===== src/rtl/tl_dma_copy_if.sv =====
// Host-side TileLink bundle (A/B/C/D/E) for the DMA copy engine.
// Latency: none; wires and payload structs only.
// Backpressure: plain valid/ready per channel; master drives A/C/E, slave drives B/D.
interface tl_dma_copy_if #(
  parameter int DataWidth   = 128,
  parameter int AddrWidth   = 38,
  parameter int SourceWidth = 3,
  parameter int SinkWidth   = 4
);
  localparam int MaskWidth = DataWidth / 8;

  typedef struct packed {
    logic [2:0]             opcode;
    logic [2:0]             param;
    logic [3:0]             size;
    logic [SourceWidth-1:0] source;
    logic [AddrWidth-1:0]   address;
    logic [MaskWidth-1:0]   mask;
    logic [DataWidth-1:0]   data;
    logic                   corrupt;
  } tl_a_t;

  typedef struct packed {
    logic [2:0]             opcode;
    logic [1:0]             param;
    logic [3:0]             size;
    logic [SourceWidth-1:0] source;
    logic [AddrWidth-1:0]   address;
    logic [MaskWidth-1:0]   mask;
    logic [DataWidth-1:0]   data;
    logic                   corrupt;
  } tl_b_t;

  typedef struct packed {
    logic [2:0]             opcode;
    logic [2:0]             param;
    logic [3:0]             size;
    logic [SourceWidth-1:0] source;
    logic [AddrWidth-1:0]   address;
    logic [DataWidth-1:0]   data;
    logic                   corrupt;
  } tl_c_t;

  typedef struct packed {
    logic [2:0]             opcode;
    logic [1:0]             param;
    logic [3:0]             size;
    logic [SourceWidth-1:0] source;
    logic [SinkWidth-1:0]   sink;
    logic                   denied;
    logic [DataWidth-1:0]   data;
    logic                   corrupt;
  } tl_d_t;

  typedef struct packed {
    logic [SinkWidth-1:0] sink;
  } tl_e_t;

  logic  a_valid, a_ready;
  tl_a_t a;
  logic  b_valid, b_ready;
  tl_b_t b;
  logic  c_valid, c_ready;
  tl_c_t c;
  logic  d_valid, d_ready;
  tl_d_t d;
  logic  e_valid, e_ready;
  tl_e_t e;

  modport master (
    output a_valid, a, input  a_ready,
    input  b_valid, b, output b_ready,
    output c_valid, c, input  c_ready,
    input  d_valid, d, output d_ready,
    output e_valid, e, input  e_ready
  );

  modport slave (
    input  a_valid, a, output a_ready,
    output b_valid, b, input  b_ready,
    input  c_valid, c, output c_ready,
    output d_valid, d, input  d_ready,
    input  e_valid, e, output e_ready
  );
endinterface


===== src/rtl/tl_dma_copy.sv =====
// TileLink-UL bulk copy engine: per beat one Get from src, then one PutFullData to dst.
// Latency: >= 4 cycles per beat plus one FINISH cycle; len 0 or misaligned finishes next cycle.
// Backpressure: A payload held until a_ready; D accepted only in IDLE/RD_RSP/WR_RSP; one txn in flight.
module tl_dma_copy #(
  parameter int DataWidth   = 128,
  parameter int AddrWidth   = 38,
  parameter int SourceWidth = 3,
  parameter int SinkWidth   = 4,
  parameter int LenWidth    = 16,
  parameter int SourceId    = 0
) (
  input  logic                 clk_i,
  input  logic                 rst_i,
  input  logic                 start_i,
  input  logic [AddrWidth-1:0] src_addr_i,
  input  logic [AddrWidth-1:0] dst_addr_i,
  input  logic [LenWidth-1:0]  len_i,
  output logic                 busy_o,
  output logic                 done_o,
  output logic                 error_o,
  tl_dma_copy_if.master        dma_tl
);
  localparam int BeatBytes = DataWidth / 8;
  localparam int SizeVal   = $clog2(BeatBytes);
  localparam logic [AddrWidth-1:0] OffMask  = AddrWidth'(BeatBytes - 1);
  localparam logic [AddrWidth-1:0] BeatStep = AddrWidth'(BeatBytes);
  localparam logic [2:0] OpGet           = 3'd4;
  localparam logic [2:0] OpPutFull       = 3'd0;
  localparam logic [2:0] OpAccessAck     = 3'd0;
  localparam logic [2:0] OpAccessAckData = 3'd1;

  typedef enum logic [2:0] {
    ST_IDLE, ST_RD_REQ, ST_RD_RSP, ST_WR_REQ, ST_WR_RSP, ST_FINISH
  } state_e;

  state_e               state_q, state_d;
  logic [AddrWidth-1:0] src_q, src_d, dst_q, dst_d;
  logic [LenWidth-1:0]  rem_q, rem_d;
  logic [DataWidth-1:0] buf_q, buf_d;
  logic                 a_valid_q, a_valid_d, a_put_q, a_put_d, d_ready_q, d_ready_d;
  logic                 busy_q, busy_d, done_q, done_d, error_q, error_d;
  logic                 a_fire, d_fire, misaligned, rd_bad, wr_bad;

  assign a_fire     = a_valid_q && dma_tl.a_ready;
  assign d_fire     = d_ready_q && dma_tl.d_valid;
  assign misaligned = ((src_addr_i | dst_addr_i) & OffMask) != '0;
  assign rd_bad     = (dma_tl.d.opcode != OpAccessAckData) || dma_tl.d.denied || dma_tl.d.corrupt;
  assign wr_bad     = (dma_tl.d.opcode != OpAccessAck) || dma_tl.d.denied;

  // Sequence start/read/write/finish and compute next-cycle registered outputs.
  always_comb begin
    state_d = state_q;
    src_d   = src_q;
    dst_d   = dst_q;
    rem_d   = rem_q;
    buf_d   = buf_q;
    error_d = error_q;
    case (state_q)
      ST_IDLE: begin
        if (start_i) begin
          if (misaligned) begin
            error_d = 1'b1;
            state_d = ST_FINISH;
          end else if (len_i == '0) begin
            error_d = 1'b0;
            state_d = ST_FINISH;
          end else begin
            src_d   = src_addr_i;
            dst_d   = dst_addr_i;
            rem_d   = len_i;
            error_d = 1'b0;
            state_d = ST_RD_REQ;
          end
        end
      end
      ST_RD_REQ: if (a_fire) state_d = ST_RD_RSP;
      ST_RD_RSP: begin
        if (d_fire) begin
          buf_d = dma_tl.d.data;
          if (rd_bad) begin
            error_d = 1'b1;
            state_d = ST_FINISH;
          end else begin
            state_d = ST_WR_REQ;
          end
        end
      end
      ST_WR_REQ: if (a_fire) state_d = ST_WR_RSP;
      ST_WR_RSP: begin
        if (d_fire) begin
          if (wr_bad) begin
            error_d = 1'b1;
            state_d = ST_FINISH;
          end else begin
            src_d   = src_q + BeatStep;
            dst_d   = dst_q + BeatStep;
            rem_d   = rem_q - LenWidth'(1);
            state_d = (rem_q == LenWidth'(1)) ? ST_FINISH : ST_RD_REQ;
          end
        end
      end
      ST_FINISH: state_d = ST_IDLE;
      default:   state_d = ST_IDLE;
    endcase
    a_valid_d = (state_d == ST_RD_REQ) || (state_d == ST_WR_REQ);
    a_put_d   = (state_d == ST_WR_REQ);
    d_ready_d = (state_d == ST_IDLE) || (state_d == ST_RD_RSP) || (state_d == ST_WR_RSP);
    busy_d    = (state_d != ST_IDLE);
    done_d    = (state_d == ST_FINISH);
  end

  // State, datapath and output registers; reset leaves D drainable in IDLE.
  always_ff @(posedge clk_i) begin
    if (rst_i) begin
      state_q   <= ST_IDLE;
      src_q     <= '0;
      dst_q     <= '0;
      rem_q     <= '0;
      buf_q     <= '0;
      a_valid_q <= 1'b0;
      a_put_q   <= 1'b0;
      d_ready_q <= 1'b1;
      busy_q    <= 1'b0;
      done_q    <= 1'b0;
      error_q   <= 1'b0;
    end else begin
      state_q   <= state_d;
      src_q     <= src_d;
      dst_q     <= dst_d;
      rem_q     <= rem_d;
      buf_q     <= buf_d;
      a_valid_q <= a_valid_d;
      a_put_q   <= a_put_d;
      d_ready_q <= d_ready_d;
      busy_q    <= busy_d;
      done_q    <= done_d;
      error_q   <= error_d;
    end
  end

  assign busy_o  = busy_q;
  assign done_o  = done_q;
  assign error_o = error_q;

  // A payload only changes on state transitions, so it is stable while stalled.
  assign dma_tl.a_valid   = a_valid_q;
  assign dma_tl.a.opcode  = a_put_q ? OpPutFull : OpGet;
  assign dma_tl.a.param   = 3'd0;
  assign dma_tl.a.size    = 4'(SizeVal);
  assign dma_tl.a.source  = SourceWidth'(SourceId);
  assign dma_tl.a.address = a_put_q ? dst_q : src_q;
  assign dma_tl.a.mask    = '1;
  assign dma_tl.a.data    = buf_q;
  assign dma_tl.a.corrupt = 1'b0;
  assign dma_tl.d_ready   = d_ready_q;

  // Probes are swallowed; C and E are never used by an uncached host.
  assign dma_tl.b_ready = 1'b1;
  assign dma_tl.c_valid = 1'b0;
  assign dma_tl.c       = '0;
  assign dma_tl.e_valid = 1'b0;
  assign dma_tl.e       = '0;

  logic [SinkWidth-1:0] unused_d_sink;
  logic                 unused_misc;
  assign unused_d_sink = dma_tl.d.sink;
  assign unused_misc   = ^{dma_tl.b_valid, dma_tl.b, dma_tl.c_ready, dma_tl.e_ready,
                           dma_tl.d.param, dma_tl.d.size, dma_tl.d.source};
endmodule


===== src/flat_wrapper.sv =====
// flat-port wrapper written by rule: the top's interface ports become plain ports
module tl_dma_copy_flat 
#(
  parameter int DataWidth   = 128,
  parameter int AddrWidth   = 38,
  parameter int SourceWidth = 3,
  parameter int SinkWidth   = 4,
  parameter int LenWidth    = 16,
  parameter int SourceId    = 0
)
  (clk_i, rst_i, start_i, src_addr_i, dst_addr_i, len_i, busy_o, done_o, error_o, dma_tl_a_valid, dma_tl_a, dma_tl_a_ready, dma_tl_b_valid, dma_tl_b, dma_tl_b_ready, dma_tl_c_valid, dma_tl_c, dma_tl_c_ready, dma_tl_d_valid, dma_tl_d, dma_tl_d_ready, dma_tl_e_valid, dma_tl_e, dma_tl_e_ready);
  tl_dma_copy_if #(.DataWidth(DataWidth), .AddrWidth(AddrWidth), .SourceWidth(SourceWidth), .SinkWidth(SinkWidth)) dma_tl_i ();
  input  logic clk_i;
  input  logic rst_i;
  input  logic start_i;
  input  logic [AddrWidth-1:0] src_addr_i;
  input  logic [AddrWidth-1:0] dst_addr_i;
  input  logic [LenWidth-1:0] len_i;
  output logic busy_o;
  output logic done_o;
  output logic error_o;
  output wire logic [$bits(dma_tl_i.a_valid)-1:0] dma_tl_a_valid;
  output wire logic [$bits(dma_tl_i.a)-1:0] dma_tl_a;
  input wire logic [$bits(dma_tl_i.a_ready)-1:0] dma_tl_a_ready;
  input wire logic [$bits(dma_tl_i.b_valid)-1:0] dma_tl_b_valid;
  input wire logic [$bits(dma_tl_i.b)-1:0] dma_tl_b;
  output wire logic [$bits(dma_tl_i.b_ready)-1:0] dma_tl_b_ready;
  output wire logic [$bits(dma_tl_i.c_valid)-1:0] dma_tl_c_valid;
  output wire logic [$bits(dma_tl_i.c)-1:0] dma_tl_c;
  input wire logic [$bits(dma_tl_i.c_ready)-1:0] dma_tl_c_ready;
  input wire logic [$bits(dma_tl_i.d_valid)-1:0] dma_tl_d_valid;
  input wire logic [$bits(dma_tl_i.d)-1:0] dma_tl_d;
  output wire logic [$bits(dma_tl_i.d_ready)-1:0] dma_tl_d_ready;
  output wire logic [$bits(dma_tl_i.e_valid)-1:0] dma_tl_e_valid;
  output wire logic [$bits(dma_tl_i.e)-1:0] dma_tl_e;
  input wire logic [$bits(dma_tl_i.e_ready)-1:0] dma_tl_e_ready;
  assign dma_tl_a_valid = dma_tl_i.a_valid;
  assign dma_tl_a = dma_tl_i.a;
  assign dma_tl_i.a_ready = dma_tl_a_ready;
  assign dma_tl_i.b_valid = dma_tl_b_valid;
  assign dma_tl_i.b = dma_tl_b;
  assign dma_tl_b_ready = dma_tl_i.b_ready;
  assign dma_tl_c_valid = dma_tl_i.c_valid;
  assign dma_tl_c = dma_tl_i.c;
  assign dma_tl_i.c_ready = dma_tl_c_ready;
  assign dma_tl_i.d_valid = dma_tl_d_valid;
  assign dma_tl_i.d = dma_tl_d;
  assign dma_tl_d_ready = dma_tl_i.d_ready;
  assign dma_tl_e_valid = dma_tl_i.e_valid;
  assign dma_tl_e = dma_tl_i.e;
  assign dma_tl_i.e_ready = dma_tl_e_ready;
  tl_dma_copy #(.DataWidth(DataWidth), .AddrWidth(AddrWidth), .SourceWidth(SourceWidth), .SinkWidth(SinkWidth), .LenWidth(LenWidth), .SourceId(SourceId)) u_core (.clk_i(clk_i), .rst_i(rst_i), .start_i(start_i), .src_addr_i(src_addr_i), .dst_addr_i(dst_addr_i), .len_i(len_i), .busy_o(busy_o), .done_o(done_o), .error_o(error_o), .dma_tl(dma_tl_i));
endmodule

===== config.mk =====
export PLATFORM = sky130hd
export DESIGN_NAME = tl_dma_copy_flat
export DESIGN_NICKNAME = d
export VERILOG_FILES = /design/src/rtl/tl_dma_copy_if.sv /design/src/rtl/tl_dma_copy.sv /design/src/flat_wrapper.sv
export SDC_FILE = /design/constraint.sdc
export NUM_CORES = 1
export LEC_CHECK = 0
export CAP_MARGIN = 20
export CORE_AREA = 2 2 326 328
export DETAILED_ROUTE_END_ITERATION = 6
export DIE_AREA = 0 0 328 330
export GPL_ROUTABILITY_DRIVEN = 0
export SKIP_CTS_REPAIR_TIMING = 1
export SLEW_MARGIN = 40
export SYNTH_ARGS = -nofsm -noshare
export SYNTH_HDL_FRONTEND = slang
export SYNTH_SLANG_ARGS = --single-unit

===== constraint.sdc =====
create_clock -name clk_i -period 6.46 [get_ports clk_i]
set_clock_uncertainty 0.1 [all_clocks]
set_input_delay 1.938 -clock clk_i [delete_from_list [all_inputs] [get_ports clk_i]]
set_output_delay 1.938 -clock clk_i [all_outputs]
set_load 0.02 [all_outputs]

==> Word-level counts from Yosys, hierarchy flattened <==
Cells that the tools add are included.
{ "totals": {"register_bits": 229, "inputBits": 441, "output_inout_bits": 388, "elab_cells": 91} }
{ "op_classes": {"add_sub_neg": 3, "eq_ne": 19, "mux": 38, "bitwise": 1, "n_reduce_logical": 19} }
{ "ops": {"columns": ["cell", "n"], "rows": [
  ["38-bit 2-to-1 mux", 11],
  ["38-bit one-hot mux with 2 select lines", 2],
  ["16-bit 2-to-1 mux", 5],
  ["38-bit by 5-bit adder with 38-bit output (second input constant)", 2],
  ["38-bit nonzero test", 1],
  ["3-bit 2-to-1 mux", 11],
  ["16-bit one-hot mux with 2 select lines", 1],
  ["16-bit by 1-bit equality test with 1-bit output (second input constant)", 1],
  ["16-bit logical NOT", 1],
  ["16-bit by 1-bit subtractor with 16-bit output (second input constant)", 1],
  ["3-bit one-hot mux with 5 select lines", 1],
  ["3-bit by 2-bit equality test with 1-bit output (second input constant)", 4],
  ["6-bit AND reduction", 2],
  ["3-bit equality test (second input constant)", 3],
  ["3-bit nonzero test", 3],
  ["2-bit by 1-bit != test with 1-bit output (second input constant)", 4],
  ["2-bit != test (second input constant)", 4],
  ["3-bit by 1-bit equality test with 1-bit output (second input constant)", 2],
  ["3-bit logical NOT", 2],
  ["1-bit logical OR", 6],
  ["1-bit 2-to-1 mux", 6],
  ["4-bit bitwise OR", 1],
  ["3-bit by 1-bit != test with 1-bit output (second input constant)", 1],
  ["1-bit one-hot mux with 3 select lines", 1],
  ["other kinds (3)", 4]
]} }

==> Logic depth before layout (Yosys ltp) <==
Gate-level depths: netlist of the first run.
{ "logic_depth": {"ltp_word": 9, "depth_mapped": 9, "depth_no_buf": 7} }

==> Least setup slack after synthesis of the first run <==
Ideal clock, no wire load.
{ "synth_timing": {"kind": "in2reg", "start": "input dst_addr_i[2]", "end": "register u_core.rem_q[2]", "setup_ns": 0.134, "arrival_time_ns": 3.730, "required_ns": 6.226, "path_slack_ns": 2.496, "path_stages": 7, "path_buffers": 2, "path_cell_list": "or4_1 or3_1 o21a_1 buf_2 buf_2 o311ai_0 o31ai_1"} }
{ "synth_between": {"elab_chain_cells": 4} }
{ "synth_lines": {"columns": ["item", "line", "text"], "rows": [
  ["from (decl)", "flat_wrapper.sv:17", "input logic [AddrWidth-1:0] dst_addr_i;"],
  ["4-bit bitwise OR", "tl_dma_copy.sv:46", "assign misaligned = ((src_addr_i | dst_addr_i) & OffMask) != '0;"],
  ["38-bit nonzero test", "tl_dma_copy.sv:46", null],
  ["2-bit != test (no source line)", null, null],
  ["6-bit AND reduction (no source line)", null, null],
  ["to (signal assigned)", "tl_dma_copy.sv:130", "rem_q <= rem_d;"],
  ["to (decl)", "tl_dma_copy.sv:38", "logic [LenWidth-1:0] rem_q, rem_d;"]
]} }
Every way passes these cells.
A chain may end at the register's enable or synchronous reset.

==> Final worst setup path of the first run <==
{ "layout_timing": {"start": "register u_core.a_put_q", "end": "output dma_tl_a[176]"} }
{ "layout_between": {"elab_chain_cells": 1} }
{ "layout_lines": {"columns": ["item", "line", "text"], "rows": [
  ["from (decl)", "tl_dma_copy.sv:40", "logic a_valid_q, a_valid_d, a_put_q, a_put_d, d_ready_q, d_ready_d;"],
  ["from (signal assigned)", "tl_dma_copy.sv:133", "a_put_q <= a_put_d;"],
  ["38-bit 2-to-1 mux", "tl_dma_copy.sv:151", "assign dma_tl.a.address = a_put_q ? dst_q : src_q;"],
  ["to (decl)", "flat_wrapper.sv:23", "output wire logic [$bits(dma_tl_i.a)-1:0] dma_tl_a;"]
]} }
Every way passes these cells.

==> key figures, run 1 <==
Yosys
  • Primary FF master, synth: dfxtp_1
  • Avg Inst Size Synth: approximately 7.8 sq um
  • Total number of yosys warnings: 0
  • Compound-gate portion of the synthesized area: about 22%
  • Simple-Gate Fraction of Synth Area: between 20 and 25%
  • Xor-xnor portion of the synthesized cell area: 0%
  • Synth top area cells: dfxtp_1 (36%), buf_4 (13%), nand2_1 (10%)
  • EDFF count, synth: 0
  • Synth Area in Adders: less than 1%
  • Yosys top cell by area: dfxtp_1
  • Post-Synthesis Cell Area: around 13000 sq um
  • Synth async-reset ratio: 0%
  • Top cell type's share of synthesized area: a little over a third
  • Synth Instances: around 1.6k
  • FF+latch count, synth: between 200 and 250
  • Largest family of logic cells by synthesized area: compound AO/OA/AOI/OAI gates
  • Register area share after synthesis: 36.0%
  • Mux share of post-synthesis cell area: under 10%
  • Yosys cell types: 67

Global routing
  • First-pass GRT wire length: around 81 mm
  • Grt total ovfl: 0
  • Number of antenna violations at the first check in global routing: 29
  • Vias in the first global route: 11.5k
  • GRT Resource Usage Total: under 10%
  • Largest net degree at the start of global routing: 90

Final layout
  • Area added between synthesis and finish: 45.5%
  • Nets: approximately 2.4k
  • Layout cells sized above 1: ~7.1%
  • Layout Utilization: roughly 18%
  • Fill count: roughly 12k

STA
  • Tcrit/Tclk final: about 74%
  • Fin Setup TNS: 0 ns
  • Worst-Margin Slew: 0.892 ns
  • Max Fclk: ~210 MHz
  • # setup viols final: 0
  • Final hold violations: 0
  • RSZ-0062 raised after global routing: false
  • Slew margin rel.: 40.5%
  • Min Tclk post-route: 4.80 ns
  • Slew Viols, Final: 0

Floorplanning
  • Die X: 328 um
  • Die Ht: between 300 and 400 um
  • Starting Density: roughly an eighth
  • Rows: roughly 120
  • CORE AREA: roughly 100000 sq um
  • Total die area: between 100000 and 150000 sq um
  • Boundary Pins: 829

Outcome
  • Status: completed

Setup path
  • Critical path class: reg -> out
  • CP Max Fanout: 23
  • Reg2Reg Setup Slack: 3.58 ns
  • Crit Reg-Reg Startpoint: u_core.state_q[0]
  • CP Capture Type: output pin
  • Critical path arrival: 2.76 ns
  • WP data required: between 4 and 5 ns
  • Critical R2R Capture: u_core.src_q[18]
  • Critical Path Source Type: flop
  • Worst reg2reg path depth: 7

Power
  • Pwr/cell area: about 230 nW/um^2
  • Max IR drop VDD: roughly 0.23 mV
  • Leak pwr: just over 6 nW

Drt
  • Vias: approximately 13k
  • Vias/cell: between 3 and 4
  • 1st-pass router iterations: 5
  • ANT nets after route: 0
  • DRC Markers: 0
  • Total Wirelength: a little under 60 mm
  • Initial drt markers: 1284
  • Drt wl/cell: about 17 um

Clock network
  • TritonCTS clock tree: done
  • Clock buffer depth: 3
  • Worst skew pair latency: between 0.6 and 0.7 ns
  • Clock sink count: roughly 230
  • H-tree depth: 1
  • CTS Root Cell: clkbuf_16
  • Worst-path clk slew: 0.06 ns
  • Total CTS buffers: 30

Placement
  • IO buf count: 401
  • Detailed Place HPWL: approximately 43 mm

Hold path
  • Hold path start: u_core.buf_q[25]
  • Hold Crit Class: reg -> reg
  • Worst Hold Endpoint: u_core.buf_q[25]
  • Number of cells on the worst hold path: 2

Run
  • # Max-Cap Violations: 0
## logic make-up after synthesis
| kind of cell | Yosys count |
|---|---|
| simple gates | 592 |
| other cells | 2 |
| mux | 37 |
| fa+ha+maj | 4 |
| flops | 229 |
| buf+inv | 352 |
| compound gates | 421 |
## metal layers
metal,routed length (um),vias up,GRT usage (%)
met5,188,-,0
met4,1330,32,2.51
met3,7880,95,4.64
met2,23600,751,13.5
met1,25300,6233,13.9
li1,-,6094,-
## cells in the final DEF (no fill, tap or decap), types with 28 or more instances in the layout
cell,count
a211oi_1,30
a21oi_1,178
clkbuf_16,30
clkdlybuf4s50_1,400
conb_1,216
dfxtp_1,228
mux2_2,37
nand2_1,342
nand4_1,33
nor2_1,60
o31ai_1,36
o32ai_1,28
## report_power, final
group | internal [W] | leakage, nW | total (W) | switching (W)
Clock | 0.00106 | 0.516 | 0.00182 | 0.000760
Combinational | 0.000318 | 3.83 | 0.000884 | 0.000566
Sequential | 0.00146 | 1.85 | 0.00154 | 0.0000783
## worst max-delay path by stage
| stage | startpoint | to | depth (start not counted) |
|---|---|---|---|
| floorplan | dst_addr_i[2] | u_core.rem_q[2] | 7 |
| global placement | len_i[0] | u_core.src_q[18] | 8 |
| detailed placement | len_i[0] | u_core.src_q[18] | 8 |
| CTS | u_core.a_put_q | dma_tl_a[165] | 3 |
| global route | u_core.a_put_q | dma_tl_a[167] | 3 |
| finish | u_core.a_put_q | dma_tl_a[176] | 3 |
## through the flow
step	hold slack, ns	total power, W	setup WS (ns)	area (sq um)	instances
2_1_floorplan	0.324	0.00216	2.50	13600	1851
3_5_place_dp	0.340	0.00244	1.21	17500	3326
4_1_cts	0.354	0.00430	1.63	18500	3382
5_1_grt	0.367	0.00441	1.59	18500	3382
3_3_place_gp	0.336	0.00243	1.25	17400	3325
6_report	0.352	0.00424	1.66	18500	3385
## cell type report
cell class,instances,area (sq um),share of cell area [%]
Multi-Input combinational cell,1270,6900,37.2
Antenna cell,3,7.51,0.0405
Sequential cell,229,4590,24.7
Inverter,13,48.8,0.263
Clock buffer,41,862,4.65
Timing Repair Buffer,423,4210,22.7
Clock inverter,15,191,1.03
Tap cell,1391,1740,9.38
## synthesized netlist by cell type, types with 9 or more instances
cell type / number
nand3_1: 21
a22oi_1: 13
inv_1: 12
clkbuf_1: 108
nor2_1: 60
nor3_1: 27
a31oi_1: 22
a211oi_1: 30
and2_1: 12
mux2_2: 37
nand2_1: 343
o32ai_1: 28
nor4_1: 22
buf_4: 218
o31a_1: 20
o21ai_0: 15
and3_1: 18
o311ai_0: 27
a21oi_1: 178
and4_1: 9
nand4_1: 33
dfxtp_1: 229
o31ai_1: 36
or4_1: 10
## critical path: stages, from the launching register on
cell and delay (ns):
dfxtp_2 0.69, buf_4 0.43, mux2_2 0.42, clkdlybuf4s50_1 0.55
## sequential cells by signal, summed over array words and instances (netlist names)
register,cells
u_core.dma_tl.a_valid,1
u_core.rem_q,16
u_core.a_put_q,1
u_core.done_o,1
u_core.error_o,1
u_core.dma_tl.d_ready,1
u_core.dst_q,38
u_core.state_q,3
u_core.src_q,38
u_core.buf_q,128
u_core.busy_o,1
Note: power is estimated with default switching activity, not from simulation.
==> run 2: changes to the inputs <==
--- a/config.mk
+++ b/config.mk
@@ -6,9 +6,9 @@
 export NUM_CORES = 1
 export LEC_CHECK = 0
 export CAP_MARGIN = 20
-export CORE_AREA = 2 2 326 328
+export CORE_AREA = 2 2 319 321
 export DETAILED_ROUTE_END_ITERATION = 6
-export DIE_AREA = 0 0 328 330
+export DIE_AREA = 0 0 321 323
 export GPL_ROUTABILITY_DRIVEN = 0
 export SKIP_CTS_REPAIR_TIMING = 1
 export SLEW_MARGIN = 40
==> constraint.sdc (replaced) <==
create_clock -name clk_i -period 3.9 [get_ports clk_i]
set_clock_uncertainty 0.1 [all_clocks]
set_input_delay 1.17 -clock clk_i [delete_from_list [all_inputs] [get_ports clk_i]]
set_output_delay 1.17 -clock clk_i [all_outputs]
set_load 0.02 [all_outputs]
==> run 2 against run 1 <==
Net effect:
- non-clock buffer count is 28 higher
- largest power group unchanged
- first-iteration DRC count decreased by 15%
- die area is 4.2% lower
- highest routed layer unchanged
==> key figures, run 2 (synthesis gave the netlist of run 1 again) <==
Outcome
  • Status: completed

Setup path
  • CP Max Fanout: 32 (+39%)
  • Critical Path Max Stage Delay: 0.67 ns (-0.02 ns)
  • Critical Path Source Type: input port
  • Critical path arrival: 3.76 ns (+1.00 ns)
  • CP Capture Type: flop
  • Slowest CP cell: or4_1
  • Crit path max-delay family: simple AND/OR/NAND/NOR gates
  • Crit path depth: 8 (+5)
  • CP Buf/Inv Count: 3 (+1)
  • WP data required: 4.20 ns (-0.22 ns)
  • Worst reg2reg path depth: 5 (-2)
  • Critical path class: in -> reg
  • CP Cell Sequence: clkdlybuf4s50_1 > or4_1 > or3_1 > o21a_2 > buf_12 > buf_4 > a211oi_1 > o32ai_1

Drt
  • Vias: 13.3k (+0.37%)
  • Vias/cell: 3.97 (+1.8%)
  • Initial drt markers: 1086 (-15%)
  • ANT nets after route: 0 (unchanged)
  • DRC Markers: 0 (unchanged)
  • Total Wirelength: 58.1 mm (-0.38%)
  • 1st-pass router iterations: 5 (unchanged)
  • Drt wl/cell: 17.4 um (+1.1%)

Final layout
  • FF+latch area: 4590 sq um (unchanged)
  • Nets: 2444 (+1.3%)
  • Final instance area: 18900 sq um (+1.8%)
  • Biggest register: u_core.buf_q
  • Top flop regs: u_core.buf_q: 128 flops, u_core.dst_q: 38 flops, u_core.src_q: 38 flops
  • Area occupied by multi-input gates: 6880 sq um (-0.33%)
  • Final std cells w/o fill: 3336 (-1.4%)
  • Fill count: 11.3k (-4.1%)
  • Layout cells sized above 1: 8.49% (+1.4 points)
  • Area added between synthesis and finish: 48.0%
  • Most common cell after layout, fill and taps aside: clkdlybuf4s50_1
  • Max FFs per register: 128 (unchanged)
  • Most frequent cells in the layout: clkdlybuf4s50_1 (400), nand2_1 (342), dfxtp_1 (228)

STA
  • RSZ-0062 raised after global routing: false
  • Final hold violations: 0 (unchanged)
  • Hold WS: 0.352 ns (+0.000182 ns)
  • Tcrit/Tclk final: around nine tenths
  • Setup ws final: 0.443 ns (-1.22 ns)
  • Max Fclk: around 290 MHz
  • Fin Setup TNS: 0 ns (unchanged)
  • Min Tclk post-route: 3.46 ns
  • Slew margin rel.: 41.0% (+0.43 points)
  • # setup viols final: 0 (unchanged)
  • Worst-Margin Slew: 0.885 ns (-0.00647 ns)
  • Slew Viols, Final: 0 (unchanged)

Placement
  • Pre-CTS setup slack: -0.106 ns (-1.31 ns)
  • Placed Area: 17700 sq um (+1.3%)
  • Dpl cells: 3272 (-1.6%)
  • Detailed Place HPWL: 43.4 mm (+1.4%)
  • IO buf count: 401 (unchanged)

Global routing
  • Grt total ovfl: 0 (unchanged)
  • Largest net degree at the start of global routing: 128 (+42%)
  • GRT Resource Usage Total: 10.4% (+0.51 points)
  • Number of antenna violations at the first check in global routing: 27 (-6.9%)
  • Vias in the first global route: 11.6k (+0.53%)
  • First-pass GRT wire length: 80.5 mm (-0.71%)

Run
  • # Max-Cap Violations: 0 (unchanged)

Power
  • Pwr/cell area: 387 nW/um^2 (+69%)
  • Leak pwr: 6.44 nW (+4.0%)
  • Max IR drop VDD: 0.284 mV (+25%)

Hold path
  • Hold Crit Class: reg -> reg
  • Number of cells on the worst hold path: 2 (unchanged)

Clock network
  • CTS Root Cell: clkbuf_16
  • Worst-path clk slew: 0.06 ns (about the same)
  • Clock buffer depth: 3 (unchanged)
  • Total CTS buffers: 34 (+13%)
  • Clock sink count: 229 (unchanged)
  • Worst skew pair latency: 0.57 ns (-0.06 ns)
  • H-tree depth: 2 (+1)
  • TritonCTS clock tree: done

Floorplanning
  • Starting Density: 12.7% (+0.48 points)
  • Boundary Pins: 829 (unchanged)
  • Total die area: 104000 sq um (-4.2%)
  • CORE AREA: 101000 sq um (-3.8%)
  • Die X: 321 um (-2.1%)
  • Rows: 117 (-1.7%)
  • Die Ht: 323 um (-2.1%)
run 2: cell count changes in the layout (fill, tap and decap cells not counted), moves of 2 or more:
| cell | change |
|---|---|
| buf_6 | -2 |
| clkinv_4 | +4 |
| nor3_1 | +2 |
| buf_12 | +12 |
| clkinv_8 | +2 |
| buf_4 | +18 |
| clkinvlp_4 | -2 |
| clkbuf_16 | +5 |
run 2: through the flow:
step / total power, W / util (%)
2_1_floorplan: 0.00358 / -
3_3_place_gp: 0.00412 / 17.6
3_5_place_dp: 0.00412 / 17.6
4_1_cts: 0.00744 / 18.7
5_1_grt: 0.00766 / 18.7
6_report: 0.00731 / 18.7
run 2: final timing paths:
| check | start | slack [ns] | end |
|---|---|---|---|
| worst min-delay path | u_core.buf_q[39] | 0.35 | u_core.buf_q[39] |
| worst min register to register | u_core.buf_q[39] | 0.35 | u_core.buf_q[39] |
| worst max-delay path | dst_addr_i[2] | 0.44 | u_core.src_q[31] |
| worst max register to register | u_core.dst_q[13] | 1.27 | u_core.dst_q[31] |
run 2: power by group:
group          internal, W  switching [W]
registers          0.00242       0.000127
logic             0.000607       0.000936
clock network      0.00191        0.00131
run 2: cell type report:
cell class | count | area share, %
clock inverters | 17 | 0.955
repair buffers | 451 | 24.2
diodes | 2 | 0.0265
well taps | 1309 | 8.68
clock buffers | 45 | 5.16
flip-flops and latches | 229 | 24.3
multi-input cells | 1270 | 36.4
inverters | 13 | 0.259
run 2: routing by layer:
| metal | up-vias | track usage (%) | wire (um) |
|---|---|---|---|
| met5 | - | 0 | 260 |
| met4 | 42 | 3.84 | 1660 |
| met3 | 113 | 5.82 | 8050 |
| met2 | 679 | 13.7 | 23000 |
| met1 | 6237 | 14.0 | 25100 |
| li1 | 6183 | - | - |
run 2: worst min-delay path, stage by stage, from the launching register on:
cell     delay (ns)
dfxtp_1        0.30
nand2_1        0.05
a21oi_1        0.05
